==> src/rtl/sys_bus_bridge_if.sv <==
// CPU-side data-memory bus between the core and sys_bus_bridge.
// The CPU drives the master end and the bridge answers on the slave end.
interface sys_bus_bridge_if;
  logic [31:0] cpu_addr;
  logic [31:0] cpu_wd;
  logic [3:0]  cpu_byteen;
  logic [31:0] cpu_rd;

  modport master (output cpu_addr, output cpu_wd, output cpu_byteen, input cpu_rd);
  modport slave  (input cpu_addr, input cpu_wd, input cpu_byteen, output cpu_rd);
endinterface

==> src/rtl/sys_bus_bridge.sv <==
// Address decoder and read-return path between the CPU and DM/timer/UART/tube/switch/LED.
// Optional macro BRIDGE_DT_SCAN_EN builds the multiplexed digital-tube scanner.
module sys_bus_bridge #(
  parameter logic [15:0] SCAN_DIV = 16'd50000,
  parameter int          SW_WORDS = 4
) (
  input  logic                    clk,
  input  logic                    reset,
  sys_bus_bridge_if.slave         cpu,
  input  logic                    resp_uart_int,
  output logic [5:0]              hw_int,
  output logic [31:0]             dm_addr,
  output logic [31:0]             dm_wd,
  output logic [3:0]              dm_byteen,
  input  logic [31:0]             dm_rd,
  output logic [31:0]             tc_addr,
  output logic                    tc_we,
  output logic [31:0]             tc_wd,
  input  logic [31:0]             tc_rd,
  input  logic                    tc_irq,
  output logic [31:0]             uart_addr,
  output logic                    uart_we,
  output logic [31:0]             uart_wd,
  input  logic [31:0]             uart_rd,
  input  logic                    uart_rx_irq,
  input  logic [SW_WORDS*32-1:0]  sw_in,
  output logic [31:0]             led,
  output logic [7:0]              dt_seg,
  output logic [7:0]              dt_sel
);

  localparam logic [2:0] RegNone = 3'd0;
  localparam logic [2:0] RegDm   = 3'd1;
  localparam logic [2:0] RegTc   = 3'd2;
  localparam logic [2:0] RegUart = 3'd3;
  localparam logic [2:0] RegDt   = 3'd4;
  localparam logic [2:0] RegSw   = 3'd5;
  localparam logic [2:0] RegLed  = 3'd6;

  localparam logic [31:0] SwBase = 32'h0000_7F60;
  localparam logic [31:0] SwLast = SwBase + 32'(4 * SW_WORDS - 1);

  logic [31:0]             addr;
  logic [2:0]              region;
  logic [2:0]              selQ;
  logic [31:0]             rdQ;
  logic [31:0]             rdNext;
  logic [31:0]             swOffset;
  logic [31:0]             dt0;
  logic [31:0]             dt1;
  logic                    uartPend;
  logic [SW_WORDS*32-1:0]  swSync1;
  logic [SW_WORDS*32-1:0]  swSync2;

  assign addr = cpu.cpu_addr;

  always_comb begin
    region = RegNone;
    if (addr <= 32'h0000_2FFF)
      region = RegDm;
    else if (addr >= 32'h0000_7F00 && addr <= 32'h0000_7F0B)
      region = RegTc;
    else if (addr >= 32'h0000_7F30 && addr <= 32'h0000_7F3F)
      region = RegUart;
    else if (addr >= 32'h0000_7F50 && addr <= 32'h0000_7F57)
      region = RegDt;
    else if (addr >= SwBase && addr <= SwLast)
      region = RegSw;
    else if (addr >= 32'h0000_7F70 && addr <= 32'h0000_7F73)
      region = RegLed;
  end

  assign dm_addr   = addr;
  assign tc_addr   = addr;
  assign uart_addr = addr;
  assign dm_wd     = cpu.cpu_wd;
  assign tc_wd     = cpu.cpu_wd;
  assign uart_wd   = cpu.cpu_wd;
  assign dm_byteen = (region == RegDm) ? cpu.cpu_byteen : 4'b0000;
  assign tc_we     = (region == RegTc) && (|cpu.cpu_byteen);
  assign uart_we   = (region == RegUart) && (|cpu.cpu_byteen);

  // Peripheral word for the current access; captured so it lines up with the DM's one-cycle read.
  assign swOffset = (addr - SwBase) >> 2;

  always_comb begin
    rdNext = 32'h0;
    case (region)
      RegTc:   rdNext = tc_rd;
      RegUart: rdNext = uart_rd;
      RegDt:   rdNext = addr[2] ? dt1 : dt0;
      RegLed:  rdNext = led;
      RegSw: begin
        for (int i = 0; i < SW_WORDS; i++) begin
          if (swOffset == 32'(i))
            rdNext = swSync2[i*32 +: 32];
        end
      end
      default: rdNext = 32'h0;
    endcase
  end

  always_ff @(posedge clk) begin
    if (reset) begin
      selQ <= RegNone;
      rdQ  <= 32'h0;
    end else begin
      selQ <= region;
      rdQ  <= rdNext;
    end
  end

  assign cpu.cpu_rd = (selQ == RegDm)   ? dm_rd :
                      (selQ == RegNone) ? 32'h0 : rdQ;

  always_ff @(posedge clk) begin
    if (reset) begin
      led <= 32'h0;
      dt0 <= 32'h0;
      dt1 <= 32'h0;
    end else begin
      for (int b = 0; b < 4; b++) begin
        if (cpu.cpu_byteen[b]) begin
          if (region == RegLed)
            led[b*8 +: 8] <= cpu.cpu_wd[b*8 +: 8];
          if (region == RegDt && !addr[2])
            dt0[b*8 +: 8] <= cpu.cpu_wd[b*8 +: 8];
          if (region == RegDt && addr[2])
            dt1[b*8 +: 8] <= cpu.cpu_wd[b*8 +: 8];
        end
      end
    end
  end

  // Switch inputs are asynchronous, so reads only ever see the second synchronizer stage.
  always_ff @(posedge clk) begin
    if (reset) begin
      swSync1 <= '0;
      swSync2 <= '0;
    end else begin
      swSync1 <= sw_in;
      swSync2 <= swSync1;
    end
  end

  // A new receive pulse takes priority over an acknowledge landing in the same cycle.
  always_ff @(posedge clk) begin
    if (reset)
      uartPend <= 1'b0;
    else if (uart_rx_irq)
      uartPend <= 1'b1;
    else if (resp_uart_int)
      uartPend <= 1'b0;
  end

  assign hw_int = {3'b000, 1'b0, uartPend, tc_irq};

`ifdef BRIDGE_DT_SCAN_EN
  logic [15:0] scanCnt;
  logic [2:0]  digitIdx;
  logic [3:0]  nibble;
  logic [7:0]  segCode;

  always_ff @(posedge clk) begin
    if (reset) begin
      scanCnt  <= 16'd0;
      digitIdx <= 3'd0;
    end else if (scanCnt == SCAN_DIV - 16'd1) begin
      scanCnt  <= 16'd0;
      digitIdx <= digitIdx + 3'd1;
    end else begin
      scanCnt <= scanCnt + 16'd1;
    end
  end

  assign nibble = dt0[{digitIdx, 2'b00} +: 4];

  always_comb begin
    segCode = 8'hFF;
    case (nibble)
      4'h0: segCode = 8'hC0;
      4'h1: segCode = 8'hF9;
      4'h2: segCode = 8'hA4;
      4'h3: segCode = 8'hB0;
      4'h4: segCode = 8'h99;
      4'h5: segCode = 8'h92;
      4'h6: segCode = 8'h82;
      4'h7: segCode = 8'hF8;
      4'h8: segCode = 8'h80;
      4'h9: segCode = 8'h90;
      4'hA: segCode = 8'h88;
      4'hB: segCode = 8'h83;
      4'hC: segCode = 8'hC6;
      4'hD: segCode = 8'hA1;
      4'hE: segCode = 8'h86;
      4'hF: segCode = 8'h8E;
      default: segCode = 8'hFF;
    endcase
  end

  assign dt_sel = ~(8'd1 << digitIdx);
  assign dt_seg = {~dt1[digitIdx], segCode[6:0]};
`else
  logic unusedScanDiv;

  assign unusedScanDiv = ^SCAN_DIV;
  assign dt_sel = 8'hFF;
  assign dt_seg = 8'hFF;
`endif

endmodule

==> src/flat_wrapper.sv <==
// flat-port wrapper written by rule: the top's interface ports become plain ports
module sys_bus_bridge_flat 
#(
  parameter logic [15:0] SCAN_DIV = 16'd50000,
  parameter int          SW_WORDS = 4
)
  (clk, reset, resp_uart_int, hw_int, dm_addr, dm_wd, dm_byteen, dm_rd, tc_addr, tc_we, tc_wd, tc_rd, tc_irq, uart_addr, uart_we, uart_wd, uart_rd, uart_rx_irq, sw_in, led, dt_seg, dt_sel, cpu_cpu_addr, cpu_cpu_wd, cpu_cpu_byteen, cpu_cpu_rd);
  sys_bus_bridge_if cpu_i ();
  input  logic clk;
  input  logic reset;
  input  logic resp_uart_int;
  output logic [5:0] hw_int;
  output logic [31:0] dm_addr;
  output logic [31:0] dm_wd;
  output logic [3:0] dm_byteen;
  input  logic [31:0] dm_rd;
  output logic [31:0] tc_addr;
  output logic tc_we;
  output logic [31:0] tc_wd;
  input  logic [31:0] tc_rd;
  input  logic tc_irq;
  output logic [31:0] uart_addr;
  output logic uart_we;
  output logic [31:0] uart_wd;
  input  logic [31:0] uart_rd;
  input  logic uart_rx_irq;
  input  logic [SW_WORDS*32-1:0] sw_in;
  output logic [31:0] led;
  output logic [7:0] dt_seg;
  output logic [7:0] dt_sel;
  input wire logic [$bits(cpu_i.cpu_addr)-1:0] cpu_cpu_addr;
  input wire logic [$bits(cpu_i.cpu_wd)-1:0] cpu_cpu_wd;
  input wire logic [$bits(cpu_i.cpu_byteen)-1:0] cpu_cpu_byteen;
  output wire logic [$bits(cpu_i.cpu_rd)-1:0] cpu_cpu_rd;
  assign cpu_i.cpu_addr = cpu_cpu_addr;
  assign cpu_i.cpu_wd = cpu_cpu_wd;
  assign cpu_i.cpu_byteen = cpu_cpu_byteen;
  assign cpu_cpu_rd = cpu_i.cpu_rd;
  sys_bus_bridge #(.SCAN_DIV(SCAN_DIV), .SW_WORDS(SW_WORDS)) u_core (.clk(clk), .reset(reset), .cpu(cpu_i), .resp_uart_int(resp_uart_int), .hw_int(hw_int), .dm_addr(dm_addr), .dm_wd(dm_wd), .dm_byteen(dm_byteen), .dm_rd(dm_rd), .tc_addr(tc_addr), .tc_we(tc_we), .tc_wd(tc_wd), .tc_rd(tc_rd), .tc_irq(tc_irq), .uart_addr(uart_addr), .uart_we(uart_we), .uart_wd(uart_wd), .uart_rd(uart_rd), .uart_rx_irq(uart_rx_irq), .sw_in(sw_in), .led(led), .dt_seg(dt_seg), .dt_sel(dt_sel));
endmodule
==> config.mk <==
export PLATFORM = sky130hd
export DESIGN_NAME = sys_bus_bridge_flat
export DESIGN_NICKNAME = d
export VERILOG_FILES = /design/src/rtl/sys_bus_bridge_if.sv /design/src/rtl/sys_bus_bridge.sv /design/src/flat_wrapper.sv
export SDC_FILE = /design/constraint.sdc
export NUM_CORES = 1
export LEC_CHECK = 0
export ABC_AREA = 1
export CAP_MARGIN = 40
export CORE_AREA = 5 5 225 227
export DETAILED_ROUTE_END_ITERATION = 8
export DIE_AREA = 0 0 230 232
export PLACE_DENSITY = 0.67
export SYNTH_ARGS = -nofsm -noshare
export SYNTH_HDL_FRONTEND = slang
export SYNTH_SLANG_ARGS = --single-unit
==> constraint.sdc <==
create_clock -name clk -period 4.5 [get_ports clk]
set_input_delay 0.9 -clock clk [delete_from_list [all_inputs] [get_ports clk]]
set_output_delay 0.9 -clock clk [all_outputs]
set_load 0.01 [all_outputs]
==> summary.txt, run 1 <==
Status
  • Result of the run: finished clean

CTS
  • Cts-stage hold buffer count: 0
  • CTS tree: done
  • Total of cells resized after clock tree synthesis: 0
  • Clock slew at reported path FFs: 0.06 ns
  • Clock sink total: approximately 390
  • H-tree depth reported by CTS: 2
  • Total CTS buffers: 41
  • Clock root buffer master: sky130_fd_sc_hd__clkbuf_16
  • Total setup buffers inserted after CTS: 0
  • Clock latency at the later pin of the worst-skew pair: 0.55 ns
  • Clock tree buffer depth: 3

Floorplanning
  • Effective utilization at floorplan: ~37%
  • Vertical extent of the die: 232 µm
  • Core outline area: 48400 µm²
  • Die area: around 53000 µm²
  • Std cell rows: 81
  • Number of top-level pins: 581
  • Die Span X: between 200 and 250 µm

Critical path
  • Arrival time at the worst endpoint: approximately 3.3 ns
  • Kind of start point of the critical path: input pin
  • Crit Path Category: in -> out
  • Required @ worst endpoint: ~3.6 ns
  • Largest fanout on the critical path: 7
  • Endpoint class of the critical path: primary output

Layout
  • Layout area overhead: 34.5%
  • Post-route design area: approximately 24000 µm²
  • Layout fillers: 4728
  • Share of post-route cells with drive strength above 1: under 10%
  • Combined area of the multi-input logic cells: ~6000 µm²
  • Net total in the final layout: 3116
  • Area used by sequential logic in the layout: between 7000 and 8000 µm²

Pwr
  • PwrDens: roughly 330 nW/µm²
  • Worst ir drop on vdd: about 0.00026 V
  • Cell leakage power: 0.0108 µW

Global route
  • Pin count of the biggest net entering global routing: 97
  • First-pass GRT wire length: around 90000 µm
  • Vias in the first global route: 15600
  • Congestion Overflow GR: 0
  • Total GRT Usage: 21.6%
  • Number of antenna violations at the first check in global routing: 4

Route
  • Drt drc: 0
  • Number of optimization iterations in the first detailed-route pass: 5
  • Drt wl/cell: 17.5 µm
  • Remaining number of nets flagged by the antenna check after routing: 0
  • Number of vias in the routed layout: roughly 16000
  • Detailed-route wire length: just over 60000 µm
  • Vias per cell: 4.63
  • Number of DRC violations after detailed-routing iteration 0: about 1200

Synth
  • Share of flip-flops with an asynchronous set or reset: 0%
  • Number of distinct library cells after synthesis: 39
  • Prevailing post-synth register cell: sky130_fd_sc_hd__dfxtp_1
  • Syn Inst Count: roughly 2500
  • Number of register bits inferred by synthesis: between 300 and 400
  • Post-Synthesis Cell Area: between 15000 and 20000 µm²
  • Number of warnings issued by yosys: 0
  • Post-synth EDFFs: 0
  • Sequential cell area fraction in the yosys report: between 40% and 50%
  • Average instance area after synthesis: roughly 7 µm²

Timing
  • Final Max Tran Viols: 0
  • Post-route fraction of the period consumed by the critical path: a little over nine tenths
  • Remaining max-slew budget at the tightest pin: 38.0%
  • Setup slack after layout: roughly 0.29 ns
  • Final period demand of the worst path: roughly 4.2 ns
  • Maximum operating frequency: between 200 and 250 MHz
  • RSZ-0062 raised after global routing: no
  • Final setup fails: 0
  • Transition time at the pin with the least slew margin: a little over 0.9 ns
  • Worst setup skew after layout: roughly 0.017 ns
  • Final count of hold timing violations: 0
  • Aggregate negative setup slack: 0 ns

Placement
  • Dpl hpwl: around 47000 µm
  • IO Port Bufs: 558
  • Post-Place Worst Slack: about 0.27 ns
  • Final weighted congestion in routability-driven placement: about 0.87
  • Area after DPL: between 20000 and 25000 µm²

Hold path
  • Tightest Hold Check Type: reg -> reg

Run
  • Total of max-cap violations: 0
[area by class of cell]
class,count,share of cell area [%]
Tap cell,622,3.26
Timing Repair Buffer,607,25.2
Multi-Input combinational cell,1282,25.3
Clock buffer,53,4.71
Antenna cell,3,0.0315
Clock inverter,18,1.16
Sequential cell,388,32.6
Inverter,498,7.84
[path summary, 6_finish.rpt]
| path | startpoint | end | slack (ns) | depth (start not counted) |
|---|---|---|---|---|
| worst max-delay path | cpu_cpu_addr[16] | dm_byteen[0] | 0.29 | 9 |
| worst min-delay path | u_core.swSync1[111] | u_core.swSync2[111] | 0.40 | 2 |
| worst max register to register | u_core.led[28] | u_core.rdQ[28] | 2.87 | 4 |
| worst min register to register | u_core.swSync1[111] | u_core.swSync2[111] | 0.40 | 2 |
[through the flow]
| stage | hold slack (ns) | power [µW] | instances | utilization, % |
|---|---|---|---|---|
| 2_1_floorplan | 0.388 | 4040 | 2496 | - |
| 3_3_place_gp | 0.391 | 4470 | 3390 | 46.1 |
| 3_5_place_dp | 0.392 | 4470 | 3396 | 46.3 |
| 4_1_cts | 0.401 | 8000 | 3467 | 49.2 |
| 5_1_grt | 0.416 | 8210 | 3471 | 49.2 |
| 6_report | 0.400 | 7890 | 3471 | 49.2 |
[kinds of logic after synthesis]
group / synth area share, %
other: 0.0424
AO/OA/AOI/OAI: 12.1
XOR/XNOR: 0.0494
adder cells (fa/ha/maj): 0.0706
AND/OR/NAND/NOR: 21.3
flip-flops: 43.8
buffers and inverters: 22.7
[cell usage after synthesis, types with 2 or more instances]
cell type,count,area share (%)
sky130_fd_sc_hd__inv_1,486,10
sky130_fd_sc_hd__nor4_1,3,0.11
sky130_fd_sc_hd__o21bai_1,33,1.4
sky130_fd_sc_hd__o211ai_1,14,0.59
sky130_fd_sc_hd__buf_4,220,9.3
sky130_fd_sc_hd__o21ai_1,5,0.14
sky130_fd_sc_hd__a21oi_1,131,3.7
sky130_fd_sc_hd__nor2_4,10,0.64
sky130_fd_sc_hd__buf_8,3,0.25
sky130_fd_sc_hd__buf_2,29,0.82
sky130_fd_sc_hd__nand2_2,9,0.32
sky130_fd_sc_hd__o21ai_0,145,4.1
sky130_fd_sc_hd__nand4_1,6,0.21
sky130_fd_sc_hd__buf_6,3,0.19
sky130_fd_sc_hd__buf_1,3,0.064
sky130_fd_sc_hd__dfxtp_1,388,44
sky130_fd_sc_hd__conb_1,2,0.042
sky130_fd_sc_hd__a211oi_1,18,0.76
sky130_fd_sc_hd__nor3_2,2,0.11
sky130_fd_sc_hd__nor2_1,323,6.8
sky130_fd_sc_hd__o22ai_1,33,1.2
sky130_fd_sc_hd__nand2_1,339,7.2
sky130_fd_sc_hd__inv_2,12,0.25
sky130_fd_sc_hd__nand3_1,156,4.4
sky130_fd_sc_hd__nor2_2,16,0.56
sky130_fd_sc_hd__nand3_2,7,0.40
sky130_fd_sc_hd__clkbuf_1,70,1.5
[power by group]
part | leakage, µW | switching [µW] | total (µW) | internal [µW]
Clock | 0.000687 | 1380 | 3490 | 2120
Sequential | 0.00318 | 32.0 | 3580 | 3540
Combinational | 0.00690 | 369 | 819 | 450
[state kept, by name (all words and copies together) (netlist names)]
| signal | cells |
|---|---|
| u_core.swSync2 | 128 |
| u_core.selQ | 3 |
| u_core.uartPend | 1 |
| u_core.swSync1 | 128 |
| u_core.dt0 | 32 |
| u_core.dt1 | 32 |
| u_core.rdQ | 32 |
| u_core.led | 32 |
[metal layers]
metal  vias to the layer above  routed length (µm)  part of all wire, %  global-route usage, %
li1                       7992                   -                    -                      -
met1                      7367               27000                   44                   29.0
met2                       626               28000                   46                   35.5
met3                        82                4250                  7.0                   4.28
met4                         2                1480                  2.4                   6.31
met5                         -                  15                0.025                      0
[worst max-delay path, cell delays in order]
cell	delay [ns]
sky130_fd_sc_hd__clkdlybuf4s50_1	0.54
sky130_fd_sc_hd__nor2_2	0.20
sky130_fd_sc_hd__nand2_1	0.10
sky130_fd_sc_hd__nor2_1	0.13
sky130_fd_sc_hd__nand2_2	0.12
sky130_fd_sc_hd__nor4_1	0.34
sky130_fd_sc_hd__inv_1	0.27
sky130_fd_sc_hd__nor2_1	0.15
sky130_fd_sc_hd__clkdlybuf4s50_1	0.56
[cells in the final DEF (no fill, tap or decap), types with 9 or more instances in the layout]
cell type                         synthesis  layout
sky130_fd_sc_hd__clkbuf_16                0      42
sky130_fd_sc_hd__nand3_1                156     155
sky130_fd_sc_hd__nand2_2                  9       9
sky130_fd_sc_hd__o22ai_1                 33      33
sky130_fd_sc_hd__o21bai_1                33      33
sky130_fd_sc_hd__buf_4                  220      41
sky130_fd_sc_hd__inv_1                  486     485
sky130_fd_sc_hd__nor2_2                  16      15
sky130_fd_sc_hd__nor2_4                  10      12
sky130_fd_sc_hd__a211oi_1                18      18
sky130_fd_sc_hd__inv_2                   12      13
sky130_fd_sc_hd__nor2_1                 323     322
sky130_fd_sc_hd__nand2_1                339     339
sky130_fd_sc_hd__a21oi_1                131     131
sky130_fd_sc_hd__o21ai_0                145     145
sky130_fd_sc_hd__conb_1                   2      20
sky130_fd_sc_hd__dfxtp_1                388     388
sky130_fd_sc_hd__clkdlybuf4s50_1          0     557
sky130_fd_sc_hd__o211ai_1                14      14
Power figures use the tool's default switching activity.
==> inputs of run 2 (changes only) <==
--- a/config.mk
+++ b/config.mk
@@ -7,10 +7,13 @@
 export LEC_CHECK = 0
 export ABC_AREA = 1
 export CAP_MARGIN = 40
-export CORE_AREA = 5 5 225 227
+export CORE_ASPECT_RATIO = 0.5
+export CORE_MARGIN = 5
+export CORE_UTILIZATION = 47
 export DETAILED_ROUTE_END_ITERATION = 8
-export DIE_AREA = 0 0 230 232
-export PLACE_DENSITY = 0.67
+export PLACE_DENSITY = 0.83
+export SLEW_MARGIN = 20
 export SYNTH_ARGS = -nofsm -noshare
 export SYNTH_HDL_FRONTEND = slang
 export SYNTH_SLANG_ARGS = --single-unit
+export TNS_END_PERCENT = 100
==> constraint.sdc (replaced) <==
create_clock -name clk -period 4.3 [get_ports clk]
set_input_delay 0.86 -clock clk [delete_from_list [all_inputs] [get_ports clk]]
set_output_delay 0.86 -clock clk [all_outputs]
set_load 0.01 [all_outputs]
==> run 2 against run 1 <==
Sequential power up 4%. Critical endpoint is now tc_we. Highest routed layer unchanged. Wire length down 0.44%. Cell area fell by 0.83%. Critical path type unchanged.
==> summary.txt, run 2 (synthesis results as in run 1) <==
Status
  • Result of the run: finished clean

Timing
  • Final count of hold timing violations: 0 (unchanged)
  • Final Max Tran Viols: 0 (unchanged)
  • Transition time at the pin with the least slew margin: 0.807 ns (-0.114 ns)
  • Final period demand of the worst path: about 4 ns
  • Maximum operating frequency: roughly 250 MHz
  • Worst setup skew after layout: 0.0252 ns (+0.00773 ns)
  • Aggregate negative setup slack: 0 ns (unchanged)
  • Post-route fraction of the period consumed by the critical path: 94.5%
  • RSZ-0062 raised after global routing: no
  • Final setup fails: 0 (unchanged)
  • Remaining max-slew budget at the tightest pin: 45.9% (+7.9 points)

Pwr
  • Tot Pwr: 8130 µW (+3.1%)
  • Worst ir drop on vdd: 0.000245 V (-4.6%)
  • PwrDens: 344 nW/µm² (+4.0%)
  • Cell leakage power: 0.0108 µW (about the same)

Layout
  • Combined area of the multi-input logic cells: 6010 µm² (-0.15%)
  • Share of post-route cells with drive strength above 1: 6.40% (+0.15 points)
  • Area used by sequential logic in the layout: 7770 µm² (unchanged)
  • Layout fillers: 3117 (-34%)
  • Leading registers by flop count: u_core.swSync1 x128, u_core.swSync2 x128
  • Layout area overhead: 33.4%
  • Leading cell types in the layout, fill and taps excluded: sky130_fd_sc_hd__clkdlybuf4s50_1, sky130_fd_sc_hd__inv_1, sky130_fd_sc_hd__dfxtp_1
  • Net total in the final layout: 3116 (unchanged)
  • Leading cell type in the layout, fill and taps excluded: sky130_fd_sc_hd__clkdlybuf4s50_1

Critical path
  • Cell breakdown of the critical path: clkdlybuf4s50_1 -> inv_1 -> nor2_1 -> nand3_2 -> nor3b_1 -> nand2_1 -> nor2_1 -> clkdlybuf4s50_1
  • Largest fanout on the critical path: 7 (unchanged)
  • Number of buffer and inverter instances along the worst setup path: 3 (unchanged)
  • Kind of start point of the critical path: input pin
  • Arrival time at the worst endpoint: 3.20 ns (-0.11 ns)
  • Master of the slowest instance on the critical path: sky130_fd_sc_hd__clkdlybuf4s50_1
  • Endpoint class of the critical path: primary output
  • Required @ worst endpoint: 3.44 ns (-0.16 ns)
  • Family with the most delay on the worst path: buffers and inverters
  • Largest stage delay on the critical path: 0.75 ns (+0.19 ns)
  • Crit Path Category: in -> out

Hold path
  • Tightest Hold Check Type: reg -> reg

CTS
  • H-tree depth reported by CTS: 2 (unchanged)
  • Clock sink total: 388 (unchanged)
  • Clock latency at the later pin of the worst-skew pair: 0.55 ns (about the same)
  • Clock root buffer master: sky130_fd_sc_hd__clkbuf_16
  • Clock slew at reported path FFs: 0.07 ns (about the same)
  • Cts-stage hold buffer count: 0 (unchanged)
  • Total CTS buffers: 36 (-12%)
  • Total of cells resized after clock tree synthesis: 0 (unchanged)
  • CTS tree: done
  • Total setup buffers inserted after CTS: 0 (unchanged)
  • Clock tree buffer depth: 3 (unchanged)

Placement
  • Dpl hpwl: 45400 µm (-3.3%)
  • Final weighted congestion in routability-driven placement: 0.927 (+6.3%)
  • IO Port Bufs: 558 (unchanged)

Global route
  • GR Util met1: 36.5% (+7.5 points)
  • Congestion Overflow GR: 0 (unchanged)
  • Number of antenna violations at the first check in global routing: 5 (+1)
  • First-pass GRT wire length: 89800 µm (-1.9%)
  • Met3 demand-to-capacity share in global routing: 5.13% (+0.85 points)
  • Vias in the first global route: 15500 (-0.70%)
  • Met2 Resource Use GR: 44.3% (+8.9 points)
  • Total GRT Usage: 27.2% (+5.6 points)
  • Busiest layer in global routing: met2
  • Pin count of the biggest net entering global routing: 178 (+84%)

Route
  • Vias per cell: 4.92 (+6.3%)
  • Remaining number of nets flagged by the antenna check after routing: 0 (unchanged)
  • Number of optimization iterations in the first detailed-route pass: 7 (+2)
  • Number of DRC violations after detailed-routing iteration 0: 1436 (+18%)
  • Drt wl/cell: 18.1 µm (+3.5%)
  • Detailed-route wire length: 60400 µm (-0.44%)
  • Number of vias in the routed layout: 16400 (+2.3%)
  • Drt drc: 0 (unchanged)

Floorplanning
  • Die Span X: 285 µm (+24%)
  • Vertical extent of the die: 147 µm (-37%)
  • Std cell rows: 50 (-38%)
  • Core outline area: 37300 µm² (-23%)
  • Die area: 41900 µm² (-21%)
  • Effective utilization at floorplan: 47.5% (+11 points)
  • Number of top-level pins: 581 (unchanged)

Run
  • Total of max-cap violations: 0 (unchanged)
## run 2: cell count changes in the layout (fill, tap and decap cells not counted), sizes merged
| cell | previous run | this run |
|---|---|---|
| buf | 49 | 54 |
| clkbuf | 54 | 51 |
| clkinv | 8 | 5 |
| bufinv | 6 | 5 |
| clkinvlp | 1 | 0 |
## run 2: path summary, 6_finish.rpt
path / start / slack [ns] / depth (start not counted) / end
worst max-delay path: cpu_cpu_addr[14] / 0.24 / 8 / tc_we
worst max register to register: u_core.led[5] / 2.83 / 4 / u_core.rdQ[5]
worst min-delay path: u_core.swSync1[72] / 0.40 / 2 / u_core.swSync2[72]
worst min register to register: u_core.swSync1[72] / 0.40 / 2 / u_core.swSync2[72]
## run 2: cell type report
type	instances	area share [%]
tap	494	2.61
sequential	388	32.9
antenna	3	0.0318
timing repair buffer	612	25.6
clock inverter	13	0.947
clock buffer	50	4.59
multi-input combinational	1282	25.4
inverter	498	7.91
## run 2: through the flow
stage	hold WS (ns)	std cells	worst slack, ns	utilization (%)	area, µm²
2_1_floorplan	0.388	2496	1.54	-	17800
3_3_place_gp	0.390	3274	0.165	59.9	22300
3_5_place_dp	0.392	3274	0.160	59.9	22300
4_1_cts	0.402	3337	0.157	63.4	23600
5_1_grt	0.412	3339	0.153	63.4	23600
6_report	0.399	3340	0.237	63.4	23600
## run 2: worst reg2reg max path, delay by kind of cell (launching register included)
| family | cells | cell delay [ns] |
|---|---|---|
| compound gates | 3 | 0.97 |
| flops | 1 | 0.31 |
| buf+inv | 1 | 0.07 |
## run 2: where the power goes
part           internal (µW)  leakage [µW]  switching, µW
logic                    478       0.00694            402
clock network           2080      0.000652           1430
registers               3710       0.00318           30.2
total                   6270        0.0108           1870
## run 2: routing by layer
| layer | wire length, µm | vias to the layer above | share of wire (%) |
|---|---|---|---|
| li1 | - | 7994 | - |
| met1 | 25500 | 7654 | 42 |
| met2 | 28000 | 650 | 46 |
| met3 | 4820 | 132 | 8.0 |
| met4 | 2180 | 2 | 3.6 |
| met5 | 13 | - | 0.022 |
